--- config.mk ---
export PLATFORM = sky130hd
export DESIGN_NAME = ifu_fill_ctrl
export DESIGN_NICKNAME = d
export VERILOG_FILES = /design/src/rtl/ifu_pkg.sv /design/src/rtl/ifu_plru.sv /design/src/rtl/ifu_fill_ctrl.sv
export SDC_FILE = /design/constraint.sdc
export NUM_CORES = 1
export LEC_CHECK = 0
export ABC_CLOCK_PERIOD_IN_PS = 16600
export CORE_AREA = 2 2 175 177
export DETAILED_ROUTE_END_ITERATION = 7
export DIE_AREA = 0 0 177 179
export GPL_TIMING_DRIVEN = 1
export PLACE_DENSITY_LB_ADDON = 0.25
export SLEW_MARGIN = 20
export SYNTH_ARGS = -nofsm -noshare
export SYNTH_HDL_FRONTEND = slang
export SYNTH_SLANG_ARGS = --single-unit
--- constraint.sdc ---
create_clock -name Clk -period 16.6 [get_ports Clk]
set_input_delay 2.49 -clock Clk [delete_from_list [all_inputs] [get_ports Clk]]
set_output_delay 2.49 -clock Clk [all_outputs]
set_load 0.01 [all_outputs]
--- src/rtl/ifu_pkg.sv ---
// Shared IFU cache types and constants used by the miss/fill controller
// and its PLRU helper.
package ifu_pkg;

   localparam int IFU_WAYS_NUM      = 16;
   localparam int WAY_IDX_WIDTH     = $clog2(IFU_WAYS_NUM);
   localparam int PLRU_BITS         = IFU_WAYS_NUM - 1;
   localparam int CL_WIDTH          = 128;
   localparam int OFFSET_WIDTH      = 4;
   localparam int TAG_ADDRESS_WIDTH = 32 - OFFSET_WIDTH;

   typedef struct packed {
      logic        fill_requested_address_valid;
      logic [31:0] fill_requested_address;
   } t_cache2i_mem_req;

   typedef struct packed {
      logic                valid;
      logic [31:0]         address;
      logic [CL_WIDTH-1:0] filled_instruction;
   } t_i_mem2cache_rsp;

   typedef struct packed {
      logic        requested_instruction_valid;
      logic [31:0] requested_instruction;
   } t_cache2core_rsp;

   typedef enum logic [2:0] {
      IDLE,
      REQ,
      WAIT,
      FILL,
      RSP
   } t_fill_state;

endpackage

--- src/rtl/ifu_plru.sv ---
// Tree pseudo-LRU state for one cache set: a registered node vector,
// a combinational victim walk and an access update.
module ifu_plru
   import ifu_pkg::*;
#(
   parameter int WAYS_NUM = IFU_WAYS_NUM
) (
   input  logic                        Clk,
   input  logic                        Rst,
   input  logic                        access_valid,
   input  logic [$clog2(WAYS_NUM)-1:0] access_way,
   output logic [$clog2(WAYS_NUM)-1:0] victim_way
);

   localparam int IDX_W  = $clog2(WAYS_NUM);
   localparam int NODES  = WAYS_NUM - 1;
   localparam int NODE_W = $clog2(NODES);

   logic [NODES-1:0] plru_reg;
   logic [NODES-1:0] plru_next;

   always_ff @(posedge Clk or posedge Rst) begin
      if (Rst) begin
         plru_reg <= '0;
      end else begin
         plru_reg <= plru_next;
      end
   end

   // Node n has children 2n+1 (left) and 2n+2 (right); bit 0 steers left.
   always_comb begin : victim_walk
      int node;
      node       = 0;
      victim_way = '0;
      for (int lvl = 0; lvl < IDX_W; lvl++) begin
         victim_way[IDX_W-1-lvl] = plru_reg[NODE_W'(node)];
         node = 2 * node + 1 + int'(plru_reg[NODE_W'(node)]);
      end
   end

   always_comb begin : access_update
      int node;
      node      = 0;
      plru_next = plru_reg;
      if (access_valid) begin
         for (int lvl = 0; lvl < IDX_W; lvl++) begin
            plru_next[NODE_W'(node)] = ~access_way[IDX_W-1-lvl];
            node = 2 * node + 1 + int'(access_way[IDX_W-1-lvl]);
         end
      end
   end

endmodule

--- src/rtl/ifu_fill_ctrl.sv ---
// IFU I-cache miss/fill controller: one line fill per miss, victim selection,
// array write and critical-word return. Define IFU_FILL_TIMEOUT_EN to re-issue stalled fills.
module ifu_fill_ctrl
   import ifu_pkg::*;
#(
   parameter int WAYS_NUM     = IFU_WAYS_NUM,
   parameter int FILL_TIMEOUT = 255
) (
   input  logic                         Clk,
   input  logic                         Rst,
   input  logic                         miss_valid,
   input  logic [31:0]                  miss_address,
   input  logic                         hit_valid,
   input  logic [$clog2(WAYS_NUM)-1:0]  hit_way,
   input  logic [WAYS_NUM-1:0]          way_valid,
   output logic                         busy,
   output t_cache2i_mem_req             fill_req,
   input  t_i_mem2cache_rsp             fill_rsp,
   output logic                         fill_we,
   output logic [$clog2(WAYS_NUM)-1:0]  fill_way,
   output logic [TAG_ADDRESS_WIDTH-1:0] fill_tag,
   output logic [CL_WIDTH-1:0]          fill_data,
   output t_cache2core_rsp              core_rsp
);

   localparam int IDX_W     = $clog2(WAYS_NUM);
   localparam int WORDS_NUM = CL_WIDTH / 32;

   if (WAYS_NUM < 4 || (WAYS_NUM & (WAYS_NUM - 1)) != 0 ||
       FILL_TIMEOUT < 1 || FILL_TIMEOUT > 256) begin : g_bad_cfg
      $error("ifu_fill_ctrl: unsupported WAYS_NUM or FILL_TIMEOUT");
   end

   t_fill_state         state_reg, state_next;
   logic [31:0]         pending_reg, pending_next;
   logic [CL_WIDTH-1:0] line_reg, line_next;
   logic                busy_reg;

   logic                plru_acc_valid;
   logic [IDX_W-1:0]    plru_acc_way;
   logic [IDX_W-1:0]    victim_way;
   logic [IDX_W-1:0]    first_invalid;
   logic                any_invalid;
   logic [IDX_W-1:0]    chosen_way;
   logic                rsp_match;
   logic                wait_timeout;
   logic [31:0]         line_words [WORDS_NUM];
   logic                unused_bits;

   for (genvar gi = 0; gi < WORDS_NUM; gi++) begin : g_words
      assign line_words[gi] = line_reg[gi*32 +: 32];
   end

   // Descending scan so the lowest-index invalid way is the one left standing.
   always_comb begin
      any_invalid   = 1'b0;
      first_invalid = '0;
      for (int i = WAYS_NUM - 1; i >= 0; i--) begin
         if (!way_valid[i]) begin
            any_invalid   = 1'b1;
            first_invalid = IDX_W'(i);
         end
      end
   end

   assign chosen_way  = any_invalid ? first_invalid : victim_way;
   assign rsp_match   = fill_rsp.valid &&
                        (fill_rsp.address[31:OFFSET_WIDTH] == pending_reg[31:OFFSET_WIDTH]);
   assign unused_bits = ^{pending_reg[1:0], fill_rsp.address[OFFSET_WIDTH-1:0]};

   ifu_plru #(
      .WAYS_NUM (WAYS_NUM)
   ) u_plru (
      .Clk          (Clk),
      .Rst          (Rst),
      .access_valid (plru_acc_valid),
      .access_way   (plru_acc_way),
      .victim_way   (victim_way)
   );

`ifdef IFU_FILL_TIMEOUT_EN
   localparam logic [7:0] WAIT_LAST = 8'(FILL_TIMEOUT - 1);

   logic [7:0] wait_cnt_reg, wait_cnt_next;

   // The request goes back out on the cycle the count would reach FILL_TIMEOUT.
   assign wait_timeout = (state_reg == WAIT) && (wait_cnt_reg == WAIT_LAST);

   always_comb begin
      wait_cnt_next = '0;
      if (state_reg == WAIT && state_next == WAIT) begin
         wait_cnt_next = wait_cnt_reg + 8'd1;
      end
   end

   always_ff @(posedge Clk or posedge Rst) begin
      if (Rst) begin
         wait_cnt_reg <= '0;
      end else begin
         wait_cnt_reg <= wait_cnt_next;
      end
   end
`else
   assign wait_timeout = 1'b0;
`endif

   always_comb begin
      state_next     = state_reg;
      pending_next   = pending_reg;
      line_next      = line_reg;
      plru_acc_valid = hit_valid;
      plru_acc_way   = hit_way;
      fill_req       = '0;
      fill_we        = 1'b0;
      fill_way       = '0;
      fill_tag       = '0;
      fill_data      = '0;
      core_rsp       = '0;
      unique case (state_reg)
         IDLE: begin
            if (miss_valid) begin
               pending_next = miss_address;
               state_next   = REQ;
            end
         end
         REQ: begin
            fill_req.fill_requested_address_valid = 1'b1;
            fill_req.fill_requested_address = {pending_reg[31:OFFSET_WIDTH], {OFFSET_WIDTH{1'b0}}};
            state_next = WAIT;
         end
         WAIT: begin
            if (rsp_match) begin
               line_next  = fill_rsp.filled_instruction;
               state_next = FILL;
            end else if (wait_timeout) begin
               state_next = REQ;
            end
         end
         FILL: begin
            // The refill counts as the access; a concurrent hit is dropped.
            fill_we        = 1'b1;
            fill_way       = chosen_way;
            fill_tag       = pending_reg[31:OFFSET_WIDTH];
            fill_data      = line_reg;
            plru_acc_valid = 1'b1;
            plru_acc_way   = chosen_way;
            state_next     = RSP;
         end
         RSP: begin
            core_rsp.requested_instruction_valid = 1'b1;
            core_rsp.requested_instruction       = line_words[pending_reg[3:2]];
            state_next                           = IDLE;
         end
         default: state_next = IDLE;
      endcase
   end

   always_ff @(posedge Clk or posedge Rst) begin
      if (Rst) begin
         state_reg   <= IDLE;
         pending_reg <= '0;
         line_reg    <= '0;
         busy_reg    <= 1'b0;
      end else begin
         state_reg   <= state_next;
         pending_reg <= pending_next;
         line_reg    <= line_next;
         busy_reg    <= (state_next != IDLE);
      end
   end

   assign busy = busy_reg;

endmodule

[Word level (Yosys, flattened, before mapping)]
Index checks and enable logic that the tools add are counted.
Storage, ports and cells
  register bits: 179
  output and inout bits: 228
  logic and storage cells: 108
Cells by class
  add/subtract/negate cells: 10
  magnitude comparators: 10
  equal/unequal tests: 5
  multiplexer cells: 65
  bitwise operators: 5
  reductions and logical operators: 8
Operators by type and width (number)
  128-bit 2-to-1 mux: 1
  4-bit 2-to-1 mux: 19
  33-bit 2-to-1 mux: 2
  32-bit binary-select mux with 2-bit select: 1
  32-bit 2-to-1 mux: 2
  15-bit bitwise mux: 3
  4-bit by 6-bit < comparator with 1-bit output (second input constant): 6
  28-bit equality test: 1
  28-bit 2-to-1 mux: 1
  1-bit 2-to-1 mux: 27
  4-bit by 2-bit adder with 4-bit output: 4
  4-bit by 2-bit adder with 4-bit output (second input constant): 4
  1-bit binary-select mux with 4-bit select: 3
  1-bit demux with 4-bit select: 3
  4-bit by 1-bit greater-or-equal comparator with 1-bit output (second input constant): 3
  3-bit case mux with 4 select lines: 1
  3-bit by 2-bit equality test with 1-bit output (second input constant): 2
  3-bit 2-to-1 mux: 2
  1-bit by 1-bit adder with 2-bit output (first input constant): 2
  1-bit logical AND: 4
  1-bit NOT: 4
  2-bit AND reduction: 2
  3-bit by 1-bit equality test with 1-bit output (second input constant): 1
  3-bit equality test (second input constant): 1
  4 further kinds: 4

[Longest topological paths before layout]
  depth in word-level cells: 28
  mapped depth: 13
  depth with buffers taken out: 13

[By module]
A second synthesis with hierarchy kept.
Unflattened totals
  cells, all modules: 815
  area, all modules: 9766.9 µm²
By module, submodules not included
  ifu_fill_ctrl: instances 1, cells each 728, area an instance 8884.8 µm², sequential area each 4053.9 µm²
  ifu_plru: instances 1, cells each 87, area an instance 882.1 µm², sequential area each 375.4 µm²

[Least setup slack after synthesis]
OpenSTA, ideal clock, no wires.
  path kind: input -> output
  start point: input way_valid[8]
  end point: output fill_way[0]
  arrival time: 3.618 ns
  required time: 14.110 ns
  setup slack: 10.492 ns
  stages on the path: 5
  cell sequence: nand4_1 > nor4_2 > a21o_1 > o21ai_0 > nor3_1
On the way
  word-level cells in the longest chain between the ends: 11
  elaborated cells between the ends (all ways): 20
  those cells by class: mux: 20
Ends and longest elaborated chain
  from (decl): RTL line ifu_fill_ctrl.sv:15  | input logic [WAYS_NUM-1:0] way_valid,
  4-bit 2-to-1 mux or 1-bit 2-to-1 mux (tied branches) (9 in a row): RTL line ifu_fill_ctrl.sv:59  | if (!way_valid[i]) begin
  4-bit 2-to-1 mux *: RTL line ifu_fill_ctrl.sv:66  | assign chosen_way = any_invalid ? first_invalid : victim_way;
  4-bit 2-to-1 mux *: RTL line ifu_fill_ctrl.sv:119  | unique case (state_reg)
  to (decl): RTL line ifu_fill_ctrl.sv:20  | output logic [$clog2(WAYS_NUM)-1:0] fill_way,
Mark *: on every way between the ends. The rest lies on a longest branch, timed or not.

[Worst setup path in the final report]
  start point: input way_valid[5]
  end point: output fill_way[0]
On the way
  word-level cells in the longest chain between the ends: 8
  elaborated cells between the ends (all ways): 14
  those cells by class: mux: 14
Ends and longest elaborated chain (RTL line)
  4-bit 2-to-1 mux or 1-bit 2-to-1 mux (tied branches) (6 in a row): ifu_fill_ctrl.sv:59
  4-bit 2-to-1 mux *: ifu_fill_ctrl.sv:66
  4-bit 2-to-1 mux *: ifu_fill_ctrl.sv:119
Marked as above.

==> results.cfg <==
[status]
status = finished, final reports clean

[floorplan]
dieArea_um2 = 31700
ios = 445
dieWidth_um = 177
rows = 64
die_h_um = 179
start_util = 0.335
fp.coreArea_um2 = 30000

[routing]
drt-pass1-iter-count = 4
detail-route-antenna-nets = 0
routed_via_density = 4.94
wirelength_mm = 34.2
wl_per_cell_um = 20.5
vias = 8236
drc = 0
drt_iter0_drc = 403

[clock_tree]
cts_setup_buffers = 0
path_clk_slew_ns = 0.07
cts_buffer_depth = 2
hold_buffers = 0
insertion_delay_ns = 0.44
cts_resized = 0
root_buffer = clkbuf_16
numCtsBuffers = 17
htreeDepth = 4
cts_sinks = 177
cts_tree = built

[timing]
fmax_mhz = 133
setup_violations = 0
timing.final.crit_share = 0.453
finalMaxSlewViolations = 0
timing.hold.ws_ns = 0.400
hold_viol = 0
maxSlewHeadroom = 0.297
rsz0062_at_grt = false
period_needed_ns = 7.52
worstMarginPinSlew_ns = 1.05
tns_ns = 0
skew_ns = 0.0248

[power]
p_leak_nw = 6.72
p_sw_frac = 0.366
cellPowerDensity_nw_per_um2 = 97.8
p_sw_uw = 548
intPower_uw = 951
seqPwrFrac = 0.388
vdd_drop_max_v = 0.0000564
power_frac_comb = 0.332
p_clk_frac = 0.280

[grt]
grt_max_degree = 113
grt_pass1_vias = 8553
grt-ovfl-total = 0
antenna_found_initial = 5
grt_pass1_wl_mm = 51.6
track_usage = 0.215

[hold_path]
hold_end = u_plru.plru_reg[8]$_DFFE_PP0P_
hold_start = u_plru.plru_reg[8]$_DFFE_PP0P_
min_path_cells = 0
hp-class = register to register

[critical_path]
rrSetupSlack_ns = 11.74
cp.arrival_ns = 5.03
worstPathRequired_ns = 14.11
crit_type = primary input to primary output
start_kind = primary input
crit_path_max_fanout = 6
setup.worst_path.end_class = primary output
reg2regPathDepth = 12
reg2reg_to = u_plru.plru_reg[6]$_DFFE_PP0P_
rr_startpoint = state_reg[2]$_DFF_PP0_

[yosys]
netlist.area_leader.share = 0.440
synthArstFlopShare = 1.00
synth_cells = 865
yosys-top-cells-area = dfrtp_1 (44%), mux2_2 (18%), and2_1 (11%), mux4_2 (7.4%), and3_1 (2.2%)
yosysSeqAreaShare = 0.440
synth_flop_cell = dfrtp_1
avgSynthCellArea_um2 = 11.6
synth.largest_area_cell = dfrtp_1
synth-edff-count = 0
ys_seq_elements = 177
ys_warn_count = 0
synth.distinct_cells = 66
synth_area_um2 = 10100

[finish]
layout_commonest_cell = clkdlybuf4s50_1
final_nets = 1480
final_area_um2 = 15300
multiInputGateArea_um2 = 5330
drive_gt1_frac = 0.195
area_delta_synth_final_pct = 52.2
num-fill-cells = 2742
largest_register_ffs = 128
layout_common_cells = clkdlybuf4s50_1 (434), and2_1 (184), dfrtp_1 (175), mux2_2 (159), and3_1 (35)
ff_latch_area_um2 = 4430

[place]
placed_area_um2 = 14700
dp_hpwl_mm = 24.1
place_congestion = 0.840
numPortBuffers = 434

[job]
drv_cap = 0
## how the worst max path moves through the flow
stage / from / endpoint / slack [ns] / depth (start not counted)
floorplan: Rst / busy$_DFF_PP0_ / 9.31 / 1
global placement: way_valid[5] / fill_way[0] / 9.11 / 7
detailed placement: way_valid[5] / fill_way[0] / 9.06 / 7
CTS: way_valid[5] / fill_way[0] / 9.06 / 7
global route: way_valid[5] / fill_way[0] / 8.84 / 7
finish: way_valid[5] / fill_way[0] / 9.08 / 7
## through the flow
step	std cells	power [mW]	util	setup slack, ns
after detailed placement	1633	1.10	0.490	9.06
after CTS	1665	1.52	0.510	9.06
after floorplan	868	0.873	-	9.31
final	1668	1.50	0.511	9.08
after global placement	1633	1.09	0.490	9.11
after global routing	1668	1.59	0.511	8.84
## per-layer routing
metal / global-route usage / share of wire / vias to the layer above
met5: 0 / 0.00038 / -
met4: 0.0634 / 0.017 / 2
met3: 0.0778 / 0.089 / 28
met2: 0.369 / 0.50 / 291
met1: 0.252 / 0.40 / 4090
li1: - / - / 3825
## logic make-up (layout without fill, tap and decap cells)
kind of cell,count (synthesis),in the layout,share of synthesized area
flops,177,177,0.440
mux,203,203,0.264
other cells,1,7,0.000372
xor+xnor,31,31,0.0270
fa+ha+maj,7,7,0.00870
simple gates,306,306,0.183
buf+inv,84,485,0.0342
compound gates,56,56,0.0429
## power by group through the flow
stage	Sequential, mW	Clock, mW	Combinational, mW
floorplan	0.529	0	0.343
global placement	0.592	0	0.502
detailed placement	0.593	0	0.504
CTS	0.585	0.433	0.505
global route	0.595	0.451	0.542
finish	0.581	0.420	0.497
## synth_stat cells (all sizes together) (2+ instances only)
master,instances
a211oi,2
and2,185
a21oi,10
a311o,2
nand2b,7
nand3b,3
o2111ai,2
xor2,11
a21o,2
o221ai,3
o31ai,2
nand2,22
o22ai,2
dfrtp,177
inv,11
ha,7
mux2i,11
mux4,33
nor3b,4
nand4,12
o211ai,4
xnor2,20
o21ai,5
mux2,159
clkbuf,57
and3,35
nor3,8
o2bb2ai,2
nand3,5
a22o,3
or3,2
a31oi,3
nor4,4
nor2,13
o211a,2
buf,15
## critical path: stages
cell and delay (ns):
clkdlybuf4s50_1 0.57, nand4_1 0.25, nor4_2 0.44, a21o_1 0.14, o21ai_0 0.07, nor3_1 0.43, clkdlybuf4s50_1 0.64
## area by class of cell
type,instances,area share
Clock buffer,17,0.0277
Timing Repair Buffer,441,0.287
Inverter,12,0.00359
Multi-Input combinational cell,607,0.348
Sequential cell,177,0.289
Antenna cell,3,0.000490
Clock inverter,15,0.0122
Tap cell,396,0.0323
No activity file was read; power rests on OpenSTA's default activity.
